--- src/rtl/i2s_dsp_frame_ctrl.sv ---
// i2s_dsp_frame_ctrl: DSP-mode I2S frame sequencer (channel gating, ws pulse, slot/bit counters, underrun flag).
// Define I2S_DSP_LONG_FS_EN to let cfg_long_fs_i hold ws high for all of word 0.
module i2s_dsp_frame_ctrl #(
    parameter int GAP_W = 4
) (
    input  logic             sck_i,
    input  logic             rstn_i,
    input  logic             cfg_en_i,
    input  logic [4:0]       cfg_num_bits_i,
    input  logic [3:0]       cfg_num_word_i,
    input  logic [GAP_W-1:0] cfg_gap_i,
    input  logic             cfg_long_fs_i,
    input  logic             tx_ready_i,
    input  logic             fifo_data_valid_i,
    output logic             ch_en_o,
    output logic             ws_o,
    output logic             frame_active_o,
    output logic [3:0]       word_idx_o,
    output logic [4:0]       bit_idx_o,
    output logic             underrun_o,
    output logic             underrun_sticky_o
);
    localparam logic [1:0] IDLE  = 2'd0;
    localparam logic [1:0] ARM   = 2'd1;
    localparam logic [1:0] FRAME = 2'd2;
    localparam logic [1:0] GAP   = 2'd3;

    logic [1:0]       state, nxt_state;
    logic [4:0]       sh_bits, nxt_bit;
    logic [3:0]       sh_word, nxt_word;
    logic [GAP_W-1:0] sh_gap, gap_cnt;
    logic             sh_long, last_bit, frame_end, latch_cfg, frame_cont, ur_hit, nxt_ws;

`ifdef I2S_DSP_LONG_FS_EN
    always_ff @(posedge sck_i or negedge rstn_i)
        if (!rstn_i)
            sh_long <= 1'b0;
        else if (latch_cfg)
            sh_long <= cfg_long_fs_i;
`else
    logic unused_long_fs;
    assign sh_long        = 1'b0;
    assign unused_long_fs = cfg_long_fs_i;
`endif

    assign last_bit   = bit_idx_o == sh_bits;
    assign frame_end  = state == FRAME && last_bit && word_idx_o == sh_word;
    assign frame_cont = state == FRAME && !frame_end;
    assign latch_cfg  = (state == IDLE && cfg_en_i) || frame_end;
    // the last word of a stopping frame is never refilled, so it cannot underrun
    assign ur_hit     = state == FRAME && last_bit && !fifo_data_valid_i && !(frame_end && !cfg_en_i);

    always_comb begin
        nxt_state = state;
        case (state)
            IDLE:    nxt_state = cfg_en_i ? ARM : IDLE;
            ARM:     nxt_state = !cfg_en_i ? IDLE : tx_ready_i ? FRAME : ARM;
            FRAME:   nxt_state = !frame_end ? FRAME : !cfg_en_i ? IDLE : cfg_gap_i == '0 ? FRAME : GAP;
            default: nxt_state = gap_cnt != '0 ? GAP : cfg_en_i ? FRAME : IDLE;
        endcase
        nxt_bit  = frame_cont && !last_bit ? bit_idx_o + 5'd1 : 5'd0;
        nxt_word = frame_cont ? (last_bit ? word_idx_o + 4'd1 : word_idx_o) : 4'd0;
        nxt_ws   = nxt_state == FRAME && nxt_word == 4'd0 && (nxt_bit == 5'd0 || sh_long);
    end

    always_ff @(posedge sck_i or negedge rstn_i) begin
        if (!rstn_i) begin
            state             <= IDLE;
            sh_bits           <= '0;
            sh_word           <= '0;
            sh_gap            <= '0;
            gap_cnt           <= '0;
            ch_en_o           <= 1'b0;
            ws_o              <= 1'b0;
            frame_active_o    <= 1'b0;
            word_idx_o        <= '0;
            bit_idx_o         <= '0;
            underrun_o        <= 1'b0;
            underrun_sticky_o <= 1'b0;
        end else begin
            state             <= nxt_state;
            if (latch_cfg) begin
                sh_bits <= cfg_num_bits_i;
                sh_word <= cfg_num_word_i;
                sh_gap  <= cfg_gap_i;
            end
            gap_cnt           <= frame_end ? cfg_gap_i - GAP_W'(1) : state == GAP ? gap_cnt - GAP_W'(1) : gap_cnt;
            ch_en_o           <= nxt_state != IDLE;
            ws_o              <= nxt_ws;
            frame_active_o    <= nxt_state == FRAME;
            word_idx_o        <= nxt_word;
            bit_idx_o         <= nxt_bit;
            underrun_o        <= ur_hit;
            underrun_sticky_o <= nxt_state == IDLE ? 1'b0 : underrun_sticky_o | ur_hit;
        end
    end

    logic unused_sh_gap;
    assign unused_sh_gap = ^sh_gap;
endmodule

--- config.mk ---
export PLATFORM = sky130hd
export DESIGN_NAME = i2s_dsp_frame_ctrl
export DESIGN_NICKNAME = d
export VERILOG_FILES = /design/src/rtl/i2s_dsp_frame_ctrl.sv
export SDC_FILE = /design/constraint.sdc
export NUM_CORES = 1
export LEC_CHECK = 0
export CELL_PAD_IN_SITES_DETAIL_PLACEMENT = 1
export CELL_PAD_IN_SITES_GLOBAL_PLACEMENT = 1
export CORE_MARGIN = 4
export CORE_UTILIZATION = 25
export CTS_CLUSTER_DIAMETER = 60
export DETAILED_ROUTE_END_ITERATION = 16
export PLACE_DENSITY_LB_ADDON = 0.08
export SKIP_CTS_REPAIR_TIMING = 1
export SLEW_MARGIN = 20
export SYNTH_ARGS = -nofsm -noshare
export SYNTH_HDL_FRONTEND = slang
export SYNTH_SLANG_ARGS = --single-unit
--- constraint.sdc ---
create_clock -name sck_i -period 6 [get_ports sck_i]
set_input_delay 1.2 -clock sck_i [delete_from_list [all_inputs] [get_ports sck_i]]
set_output_delay 1.2 -clock sck_i [all_outputs]
set_load 0.01 [all_outputs]
== Word-level counts from Yosys, hierarchy flattened ==
Cells that the tools add are included.

* Register bits: 29
* Bits in latches: 0
* Bits in writable memories: 0
* ROM bits: 0
* Input bits: 19
* Output and inout port bits: 14
* Word-level logic and storage cells: 61
* Memories kept: 0

* Add/sub/neg operators: 4
* Multipliers: 0
* Divide/modulo/power cells: 0
* $lt $le $gt $ge: 0
* Equal/unequal tests: 6
* Shift-type cells: 0
* Muxes and demuxes: 15
* Bitwise gates (word level): 1
* Reduce and logical (&&, ||, !) cells: 24

{| class="wikitable"
|+ Operator list
! kind !! count
|-
| two-way mux 4 bit || 4
|-
| two-way mux 2 bit || 6
|-
| logical AND 1 bit || 10
|-
| logical NOT 4 bit || 2
|-
| subtractor 4 x 1 -> 4 bit (second input constant) || 2
|-
| == test 2 bit (second input constant) || 3
|-
| case mux 2 bit (3 select lines) || 1
|-
| adder 5 x 1 -> 5 bit (second input constant) || 1
|-
| == test 5 bit || 1
|-
| logical NOT 1 bit || 5
|-
| logical NOT 5 bit || 1
|-
| two-way mux 5 bit || 1
|-
| adder 4 x 1 -> 4 bit (second input constant) || 1
|-
| == test 4 bit || 1
|-
| logical NOT 2 bit || 2
|-
| nonzero test 2 bit || 2
|-
| nonzero test 4 bit || 1
|-
| two-way mux 1 bit || 3
|-
| == test 2 x 1 -> 1 bit (second input constant) || 1
|-
| logical OR 1 bit || 1
|-
| OR 1 bit || 1
|}

== Longest topological paths before layout ==
Gate-level depths: netlist of run 1.

* Depth after elaboration: 9
* Gate-level depth with buffers: 10
* Mapped depth without buffers: 8

== Least setup slack after synthesis of run 1 ==
No wires, ideal clock.

* Path type: input port to flip-flop
* Start: input cfg_gap_i[1]
* End: register underrun_sticky_o
* Library setup time: 0.124 ns
* Arrival: 2.270 ns
* Required time: 5.876 ns
* Setup slack: 3.606 ns
* Stages on the path: 3
* Buffers on the path: 0
* Cell sequence: or4_1 a31o_4 a211o_1

* Longest elaborated chain between the ends: 7

{| class="wikitable"
|+ RTL lines
! item !! line !! source
|-
| start, declared || 11 || <nowiki>input logic [GAP_W-1:0] cfg_gap_i,</nowiki>
|-
| logical NOT 4 bit || 58 || <nowiki>FRAME: nxt_state = !frame_end ? FRAME : !cfg_en_i ? IDLE : cfg_gap_i == '0 ? FRAME : GAP;</nowiki>
|-
| two-way mux 1 bit || 58 ||
|-
| two-way mux 2 bit (2 in a row) || 58 ||
|-
| case mux 2 bit (3 select lines) || 55 || <nowiki>case (state)</nowiki>
|-
| via nxt_state[0] || 28 || <nowiki>logic [1:0] state, nxt_state;</nowiki>
|-
| logical NOT 2 bit || 94 || <nowiki>underrun_sticky_o <= nxt_state == IDLE ? 1'b0 : underrun_sticky_o | ur_hit;</nowiki>
|-
| two-way mux 1 bit || 94 ||
|-
| end signal, assigned || 94 ||
|-
| end, declared || 21 || <nowiki>output logic underrun_sticky_o</nowiki>
|}

The timed path passes the listed nets, and every way through them passes these cells.
A chain may end at the register's enable or synchronous reset.

== Worst setup path after layout of run 1 ==
* Start: input cfg_gap_i[0]
* End: register underrun_sticky_o

Same word-level chain as after synthesis.

==> results of run 1 <==
layer usage:
| layer | global-route usage, % | up-vias |
|---|---|---|
| li1 | - | 599 |
| met1 | 15.35 | 611 |
| met2 | 17.68 | 28 |
| met3 | 3.724 | 5 |
| met4 | 3.709 | 0 |
| met5 | 0 | - |
synthesized netlist by cell type (all sizes together), types with 2 or more instances:
library cell	instances	area [um^2]
or2	2	15.02
a31o	2	26.28
nor2	13	48.80
ha	3	37.54
nand2b	2	12.51
inv	6	22.52
xnor2	14	122.6
nand3	5	30.03
dfrtp	29	725.7
a31oi	4	40.04
o41ai	3	26.28
xor2	5	43.79
mux2	9	135.1
nor4	6	58.80
a21oi	6	30.03
o22ai	2	12.51
nand2	11	43.80
mux2i	2	20.02
buf	5	46.29
nor3	4	20.02
o21ai	6	30.03
worst max-delay path by stage:
stage,end,slack (ps),start
floorplan,underrun_sticky_o,3610,cfg_gap_i[1]
global placement,underrun_sticky_o,3060,cfg_gap_i[0]
detailed placement,underrun_sticky_o,3040,cfg_gap_i[1]
CTS,gap_cnt[2],3330,bit_idx_o[3]
global route,gap_cnt[2],3080,bit_idx_o[3]
finish,underrun_sticky_o,3320,cfg_gap_i[0]
worst max-delay path, delay by kind of cell:
family	cells	cell delay, ps
buf+inv	1	500
compound gates	2	540
simple gates	1	590
where the power goes:
part           internal (mW)  switching [mW]  total [mW]
clock network          0.104          0.0772       0.181
logic                  0.223           0.220       0.443
registers              0.272          0.0806       0.352
kinds of logic (layout without fill, tap and decap cells):
family                     Yosys count  after routing
AOI/OAI and AO/OA                   29             29
xor gates and xnor gates            19             19
adders and majority gates            3              3
buffers and inverters               11             46
DFF                                 29             29
muxes                               11             11
and+or+nand+nor                     47             47
state kept, by name (all words and copies together) (netlist names):
register,cells
underrun_sticky_o,1
ch_en_o,1
sh_bits,5
bit_idx_o,5
ws_o,1
underrun_o,1
word_idx_o,4
gap_cnt,4
state,2
sh_word,4
frame_active_o,1
through the flow:
stage / total power, mW / instance area, um^2 / utilization, %
final: 0.9766 / 2098 / 33.04
after CTS: 0.9993 / 2098 / 33.04
after global placement: 0.7961 / 1997 / 31.45
after global routing: 1.054 / 2098 / 33.04
after floorplan: 0.6568 / 1629 / -
after detailed placement: 0.8061 / 1997 / 31.45
layout make-up:
| type | instances | area [um^2] |
|---|---|---|
| fill | 705 | 4252 |
| multi-input combinational | 109 | 834.6 |
| sequential | 29 | 725.7 |
| timing repair buffer | 32 | 317.8 |
| clock buffer | 7 | 96.34 |
| tap | 77 | 96.34 |
| inverter | 6 | 22.52 |
| clock inverter | 1 | 5.005 |
==> impl_metrics.py, run 1 <==
metrics = {
    "status": {
        "status": "finished, final reports clean",
    },
    "min_path": {
        "hold_depth": 1,
        "holdCritStartpoint": "underrun_sticky_o",
        "hold_path_class": "flop to flop",
        "hold_path_end": "underrun_sticky_o",
    },
    "clocking": {
        "clk_latency_ps": 280,
        "cts_max_level": 2,
        "cts_buffers": 5,
        "cts_tree": "done",
        "clockRootBuffer": "clkbuf_8",
        "clk_pin_slew_worst_paths_ps": 60,
        "cts.path.max_buffers": 2,
        "cts.sinks": 29,
    },
    "layout": {
        "layout_commonest_cell": "clkdlybuf4s50_1",
        "fin_nets": 205,
        "stdcell_count": 261,
        "drive_gt1_share_pct": 14.67,
        "layout_common_cells": "31 x clkdlybuf4s50_1, 29 x dfrtp_1, 14 x xnor2_1",
        "antennaDiodeCount": 0,
        "syn2layout_area_growth_pct": 28.80,
    },
    "setup_path": {
        "start_kind": "primary input",
        "r2r-start": "bit_idx_o[3]",
        "cp.required_ps": 6160,
        "slowest_delay_ps": 590,
        "path_max_fanout": 5,
        "path_class": "primary input to flop",
        "r2r_cells": 8,
        "path_cells": "clkdlybuf4s50_1 > or4_1 > a31o_4 > a211o_1",
        "r2r-end": "gap_cnt[2]",
        "slowest_stage": "or4_1",
        "critPathCaptureType": "flop",
        "rrSetupSlack_ps": 3390,
        "cp.arrival_ps": 2840,
    },
    "floorplan": {
        "fp.dieW_um": 88.73,
        "core_um2": 6350,
        "die_y_um": 88.73,
        "placementRows": 29,
        "ios": 33,
        "start_util_pct": 25.66,
        "die_area_um2": 7872,
    },
    "power_and_ir_drop": {
        "powerDensity_nw_per_um2": 465.4,
        "p_leak_nw": 0.8505,
        "ir_worst_vdd_v": 0.0001550,
    },
    "placed_design": {
        "dp_hpwl_um": 3031,
        "io_buffer_count": 31,
        "gp_congestion": 0.7870,
        "pre_cts_ws_ps": 3039,
        "place_inst": 253,
    },
    "drt": {
        "antenna_left": 0,
        "met1_length_um": 2015,
        "first_pass_iters": 4,
        "routed_wl_um": 4138,
        "wl_met3_um": 224,
        "vias": 1243,
        "drt_drc_violations_left": 0,
        "drt-initial-drc-count": 34,
        "post_drt_wl_per_cell_um": 15.85,
        "viasPerCell": 4.762,
        "dr_wl_met2_um": 1847,
        "highest_layer": "met4",
    },
    "synthesis": {
        "synth_cell_types": 41,
        "synthCells": 149,
        "netlist_area_um2": 1629,
        "yosys.area_share.simple_pct": 16.05,
        "synth_compound_area_share_pct": 13.13,
        "synth_edf_count": 0,
        "synth_top_family_by_area": "simple AND/OR/NAND/NOR gates",
        "synth_mux_area_share_pct": 9.524,
        "ys_async_sr_fraction_pct": 100.0,
        "ys_seq_elements": 29,
        "synth-seq-area-share_pct": 44.55,
        "synthAdderAreaFrac_pct": 2.304,
        "syn_area_per_cell_um2": 10.93,
        "yosys_warnings": 0,
        "synth_xor_area_share_pct": 10.22,
        "synthesis.nets": 171,
        "ys.flop_type": "dfrtp_1",
    },
    "timing": {
        "hold_ws_ps": 527.6,
        "rsz0062_at_grt": "false",
        "period_share_pct": 44.59,
        "fin_ws_ps": 3324,
        "setup_viol": 0,
        "final-hold-violation-count": 0,
        "slew_headroom_pct": 49.67,
        "drv_slew": 0,
        "worstMarginPinSlew_ps": 749.3,
        "clock_skew_ps": 5.171,
        "fin_setup_tns_ps": 0,
        "fmax_mhz": 373.7,
        "finalWorstPathRequiredPeriod_ps": 2676,
    },
    "global_routing": {
        "grt-ovfl-total": 0,
        "grtUsageTotal_pct": 11.53,
        "antenna_found_initial": 0,
        "grt_max_degree": 30,
        "first_global_vias": 1347,
        "grt_first_pass_wirelength_um": 6906,
    },
    "run": {
        "drv_cap": 0,
    },
}
No activity file was read; power rests on OpenSTA's default activity.
==> run 2, diff against run 1 <==
- clock period: 6 -> 2.5 ns (I/O delays scaled with it)
==> impl_metrics.py, run 2 (same netlist as run 1, synthesis figures left out) <==
metrics = {
    "status": {
        "status": "finished, final reports clean",
    },
    "floorplan": {
        "core_um2": 6350,
        "die_area_um2": 7872,
        "ios": 33,
        "start_util_pct": 25.66,
        "die_y_um": 88.73,
        "placementRows": 29,
        "fp.dieW_um": 88.73,
    },
    "timing": {
        "clock_skew_ps": 8.115,
        "period_share_pct": 88.34,
        "drv_slew": 0,
        "fin_setup_tns_ps": 0,
        "fmax_mhz": 452.8,
        "setup_viol": 0,
        "rsz0062_at_grt": "false",
        "final-hold-violation-count": 0,
        "finalWorstPathRequiredPeriod_ps": 2208,
        "slew_headroom_pct": 64.92,
        "worstMarginPinSlew_ps": 526.2,
    },
    "global_routing": {
        "grt_use_met1_pct": 15.42,
        "grt-ovfl-total": 0,
        "grt_util_met3_pct": 3.259,
        "antenna_found_initial": 0,
        "busiest_layer": "met2",
        "first_global_vias": 1338,
        "grtUsageMet2_pct": 18.08,
        "grt_max_degree": 30,
        "grtUsageTotal_pct": 11.69,
        "grt_first_pass_wirelength_um": 6920,
    },
    "layout": {
        "syn2layout_area_growth_pct": 30.41,
        "fillers": 705,
        "layout_commonest_cell": "clkdlybuf4s50_1",
        "layout_common_cells": "31 x clkdlybuf4s50_1, 29 x dfrtp_1, 14 x xnor2_1",
        "fin_nets": 211,
        "antennaDiodeCount": 0,
        "stdcell_count": 267,
        "reg.largest.list": "bit_idx_o: 5 flops, sh_bits: 5 flops",
        "drive_gt1_share_pct": 16.84,
    },
    "placed_design": {
        "place_inst": 259,
        "dp_hpwl_um": 2975,
        "io_buffer_count": 31,
        "gp_congestion": 0.7991,
    },
    "run": {
        "drv_cap": 0,
    },
    "drt": {
        "routed_wl_um": 4076,
        "drt_drc_violations_left": 0,
        "first_pass_iters": 4,
        "viasPerCell": 4.667,
        "post_drt_wl_per_cell_um": 15.27,
        "antenna_left": 0,
        "drt-initial-drc-count": 47,
        "vias": 1246,
    },
    "power_and_ir_drop": {
        "ir_worst_vdd_v": 0.0003967,
        "switching_power_mw": 0.9011,
        "switching_share_pct": 38.89,
        "comb_power_share_pct": 47.3,
        "p_leak_nw": 0.8713,
        "powerDensity_nw_per_um2": 1091,
        "p_seq_share_pct": 36.3,
        "p_int_mw": 1.416,
        "power_frac_clock_pct": 16.4,
    },
    "clocking": {
        "cts.sinks": 29,
        "clockRootBuffer": "clkbuf_8",
        "clk_pin_slew_worst_paths_ps": 70,
        "cts_buffers": 5,
        "cts_tree": "done",
        "cts_max_level": 2,
        "clk_latency_ps": 280,
        "cts.path.max_buffers": 2,
    },
    "setup_path": {
        "cp.arrival_ps": 2410,
        "start_kind": "flop",
        "path_cells": "xnor2_1 > nand4_2 > nor4_4 > mux2i_1 > ha_1 > nand3_1 > xor2_1 > o21ai_0",
        "path_class": "flop to flop",
        "critPathCaptureType": "flop",
        "slowest_delay_ps": 460,
        "path_max_fanout": 7,
        "cp.required_ps": 2700,
        "slowest_stage": "dfrtp_1",
    },
    "min_path": {
        "hold_path_class": "flop to flop",
    },
}
[run 2: final cells by class]
class | count | area (um^2) | area share (%)
Clock inverter | 2 | 10.01 | 0.4711
Inverter | 6 | 22.52 | 1.060
Timing Repair Buffer | 38 | 362.8 | 17.08
Clock buffer | 6 | 72.57 | 3.416
Multi-Input combinational cell | 109 | 834.6 | 39.28
Sequential cell | 29 | 725.7 | 34.16
Tap cell | 77 | 96.34 | 4.535
[run 2: routing by layer]
metal  vias to the layer above  wire length [um]
met5                         -                 0
li1                        609                 -
met3                         5               217
met4                         0                63
met2                        28              1797
met1                       604              1997
[run 2: power groups by stage]
stage | clock [mW] | combinational, mW | sequential [mW]
after global placement | 0 | 1.11 | 0.850
after CTS | 0.400 | 1.12 | 0.845
after detailed placement | 0 | 1.11 | 0.850
after floorplan | 0 | 0.753 | 0.823
final | 0.380 | 1.10 | 0.842
after global routing | 0.419 | 1.22 | 0.875
[run 2: worst max-delay path, delay by kind of cell, from the launching register on]
family / cells / cell delay (ps)
AND/OR/NAND/NOR: 3 / 730
multiplexers: 1 / 240
adder cells (fa/ha/maj): 1 / 210
XOR/XNOR: 2 / 360
AO/OA/AOI/OAI: 1 / 130
flip-flops: 1 / 460
[run 2: final timing paths]
kind / cells past startpoint / startpoint / slack (ps) / to
setup / recovery: 8 / word_idx_o[0] / 290 / gap_cnt[2]
max in group asynchronous: 2 / rstn_i / 1600 / word_idx_o[2]
min in group asynchronous: 2 / rstn_i / 610 / sh_word[0]
hold / removal: 1 / underrun_sticky_o / 530 / underrun_sticky_o
hold reg to reg: 1 / underrun_sticky_o / 530 / underrun_sticky_o
setup reg to reg: 8 / word_idx_o[0] / 290 / gap_cnt[2]
[run 2: metrics by stage]
step / utilization (%) / hold WS, ps / setup slack [ps] / total power, mW / area (um^2)
2_1_floorplan: - / 204.4 / 318.8 / 1.576 / 1629
3_3_place_gp: 32.16 / 504.9 / 244.0 / 1.955 / 2042
3_5_place_dp: 32.16 / 514.1 / 229.2 / 1.961 / 2042
4_1_cts: 33.46 / 533.1 / 247.7 / 2.368 / 2125
5_1_grt: 33.46 / 555.1 / 50.84 / 2.518 / 2125
6_report: 33.46 / 528.1 / 291.6 / 2.317 / 2125
==> run 3, diff against run 2 <==
- CTS_BUF_LIST: default -> sky130_fd_sc_hd__clkbuf_8
- RECOVER_POWER: default -> 25
==> impl_metrics.py, run 3 (same netlist as run 1, synthesis figures left out) <==
metrics = {
    "power_and_ir_drop": {
        "power_frac_clock_pct": 16.3,
        "p_leak_nw": 0.8750,
        "p_seq_share_pct": 36.4,
        "comb_power_share_pct": 47.3,
        "powerDensity_nw_per_um2": 1090,
        "p_int_mw": 1.411,
        "ir_worst_vdd_v": 0.0003922,
        "switching_share_pct": 38.97,
        "switching_power_mw": 0.9012,
    },
    "floorplan": {
        "start_util_pct": 25.66,
        "ios": 33,
        "die_y_um": 88.73,
        "fp.dieW_um": 88.73,
        "placementRows": 29,
        "die_area_um2": 7872,
        "core_um2": 6350,
    },
    "layout": {
        "fin_nets": 211,
        "layout_common_cells": "30 x clkdlybuf4s50_1, 29 x dfrtp_1, 14 x xnor2_1",
        "layout_commonest_cell": "clkdlybuf4s50_1",
        "drive_gt1_share_pct": 16.84,
        "syn2layout_area_growth_pct": 30.26,
        "fillers": 706,
        "final_area_um2": 2122,
        "reg.largest.list": "bit_idx_o: 5 flops, sh_bits: 5 flops",
        "antennaDiodeCount": 0,
    },
    "clocking": {
        "cts_tree": "done",
        "clockRootBuffer": "clkbuf_8",
        "cts.sinks": 29,
        "cts.path.max_buffers": 2,
        "cts_max_level": 2,
        "clk_latency_ps": 280,
        "cts_buffers": 5,
        "clk_pin_slew_worst_paths_ps": 70,
    },
    "timing": {
        "drv_slew": 0,
        "fin_ws_ps": 291.6,
        "final-hold-violation-count": 0,
        "fmax_mhz": 452.8,
        "fin_setup_tns_ps": 0,
        "clock_skew_ps": 7.872,
        "finalWorstPathRequiredPeriod_ps": 2208,
        "rsz0062_at_grt": "false",
        "worstMarginPinSlew_ps": 770.3,
        "slew_headroom_pct": 48.65,
        "setup_viol": 0,
        "period_share_pct": 88.34,
    },
    "run": {
        "drv_cap": 0,
    },
    "global_routing": {
        "antenna_found_initial": 0,
        "grt-ovfl-total": 0,
        "first_global_vias": 1338,
        "grt_first_pass_wirelength_um": 6920,
        "grtUsageTotal_pct": 11.69,
        "grt_max_degree": 30,
    },
    "drt": {
        "antenna_left": 0,
        "first_pass_iters": 4,
        "routed_wl_um": 4079,
        "drt_drc_violations_left": 0,
        "drt-initial-drc-count": 44,
        "vias": 1247,
        "viasPerCell": 4.670,
        "post_drt_wl_per_cell_um": 15.28,
    },
    "setup_path": {
        "cp.arrival_ps": 2410,
        "path_class": "flop to flop",
        "path_max_fanout": 7,
        "critPathCaptureType": "flop",
        "cp.required_ps": 2700,
        "start_kind": "flop",
    },
    "placed_design": {
        "pre_cts_ws_ps": 229.2,
        "dp_hpwl_um": 2975,
        "io_buffer_count": 31,
        "gp_congestion": 0.7991,
        "placed_area_um2": 2042,
    },
    "status": {
        "status": "finished, final reports clean",
    },
    "min_path": {
        "hold_path_class": "flop to flop",
    },
}
-- run 3: path summary, 6_finish.rpt --
kind                                   startpoint           endpoint  slack (ps)  cells past startpoint
min in group asynchronous                  rstn_i         sh_word[0]         820                      2
max in group asynchronous                  rstn_i      word_idx_o[2]        1190                      2
worst max-delay path                word_idx_o[0]         gap_cnt[2]         290                      8
worst min register to register  underrun_sticky_o  underrun_sticky_o         530                      1
worst max register to register      word_idx_o[0]         gap_cnt[2]         290                      8
worst min-delay path            underrun_sticky_o  underrun_sticky_o         530                      1
-- run 3: per-layer routing --
metal	track usage (%)	wire length [um]	up-vias	part of all wire (%)
li1	-	-	610	-
met1	15.42	2000	604	49
met2	18.08	1797	28	44
met3	3.259	217	5	5.3
met4	4.533	63	0	1.5
met5	0	0	-	0
-- run 3: metrics by stage --
stage               total power, mW  cells  util [%]  hold WS [ps]
floorplan                     1.576    149         -         204.4
detailed placement            1.961    259     32.16         514.1
global route                  2.513    267     33.42         555.1
finish                        2.312    267     33.42         528.1
global placement              1.955    259     32.16         504.9
CTS                           2.364    267     33.46         533.1
-- run 3: critical path: stages (launching register included) --
cell	delay (ps)
dfrtp_1	460
xnor2_1	200
nand4_2	220
nor4_4	400
mux2i_1	240
ha_1	210
nand3_1	110
xor2_1	160
o21ai_0	130
-- run 3: layout make-up --
cell class / count / area (um^2) / share of cell area [%]
Inverter: 6 / 22.52 / 1.061
Tap cell: 77 / 96.34 / 4.540
Timing Repair Buffer: 38 / 360.3 / 16.98
Clock buffer: 5 / 68.82 / 3.243
Clock inverter: 3 / 13.76 / 0.6486
Sequential cell: 29 / 725.7 / 34.20
Multi-Input combinational cell: 109 / 834.6 / 39.33
-- run 3: power groups by stage --
stage / combinational [mW] / clock (mW) / sequential [mW]
2_1_floorplan: 0.753 / 0 / 0.823
3_3_place_gp: 1.11 / 0 / 0.850
3_5_place_dp: 1.11 / 0 / 0.850
4_1_cts: 1.12 / 0.396 / 0.845
5_1_grt: 1.22 / 0.415 / 0.875
6_report: 1.09 / 0.376 / 0.842
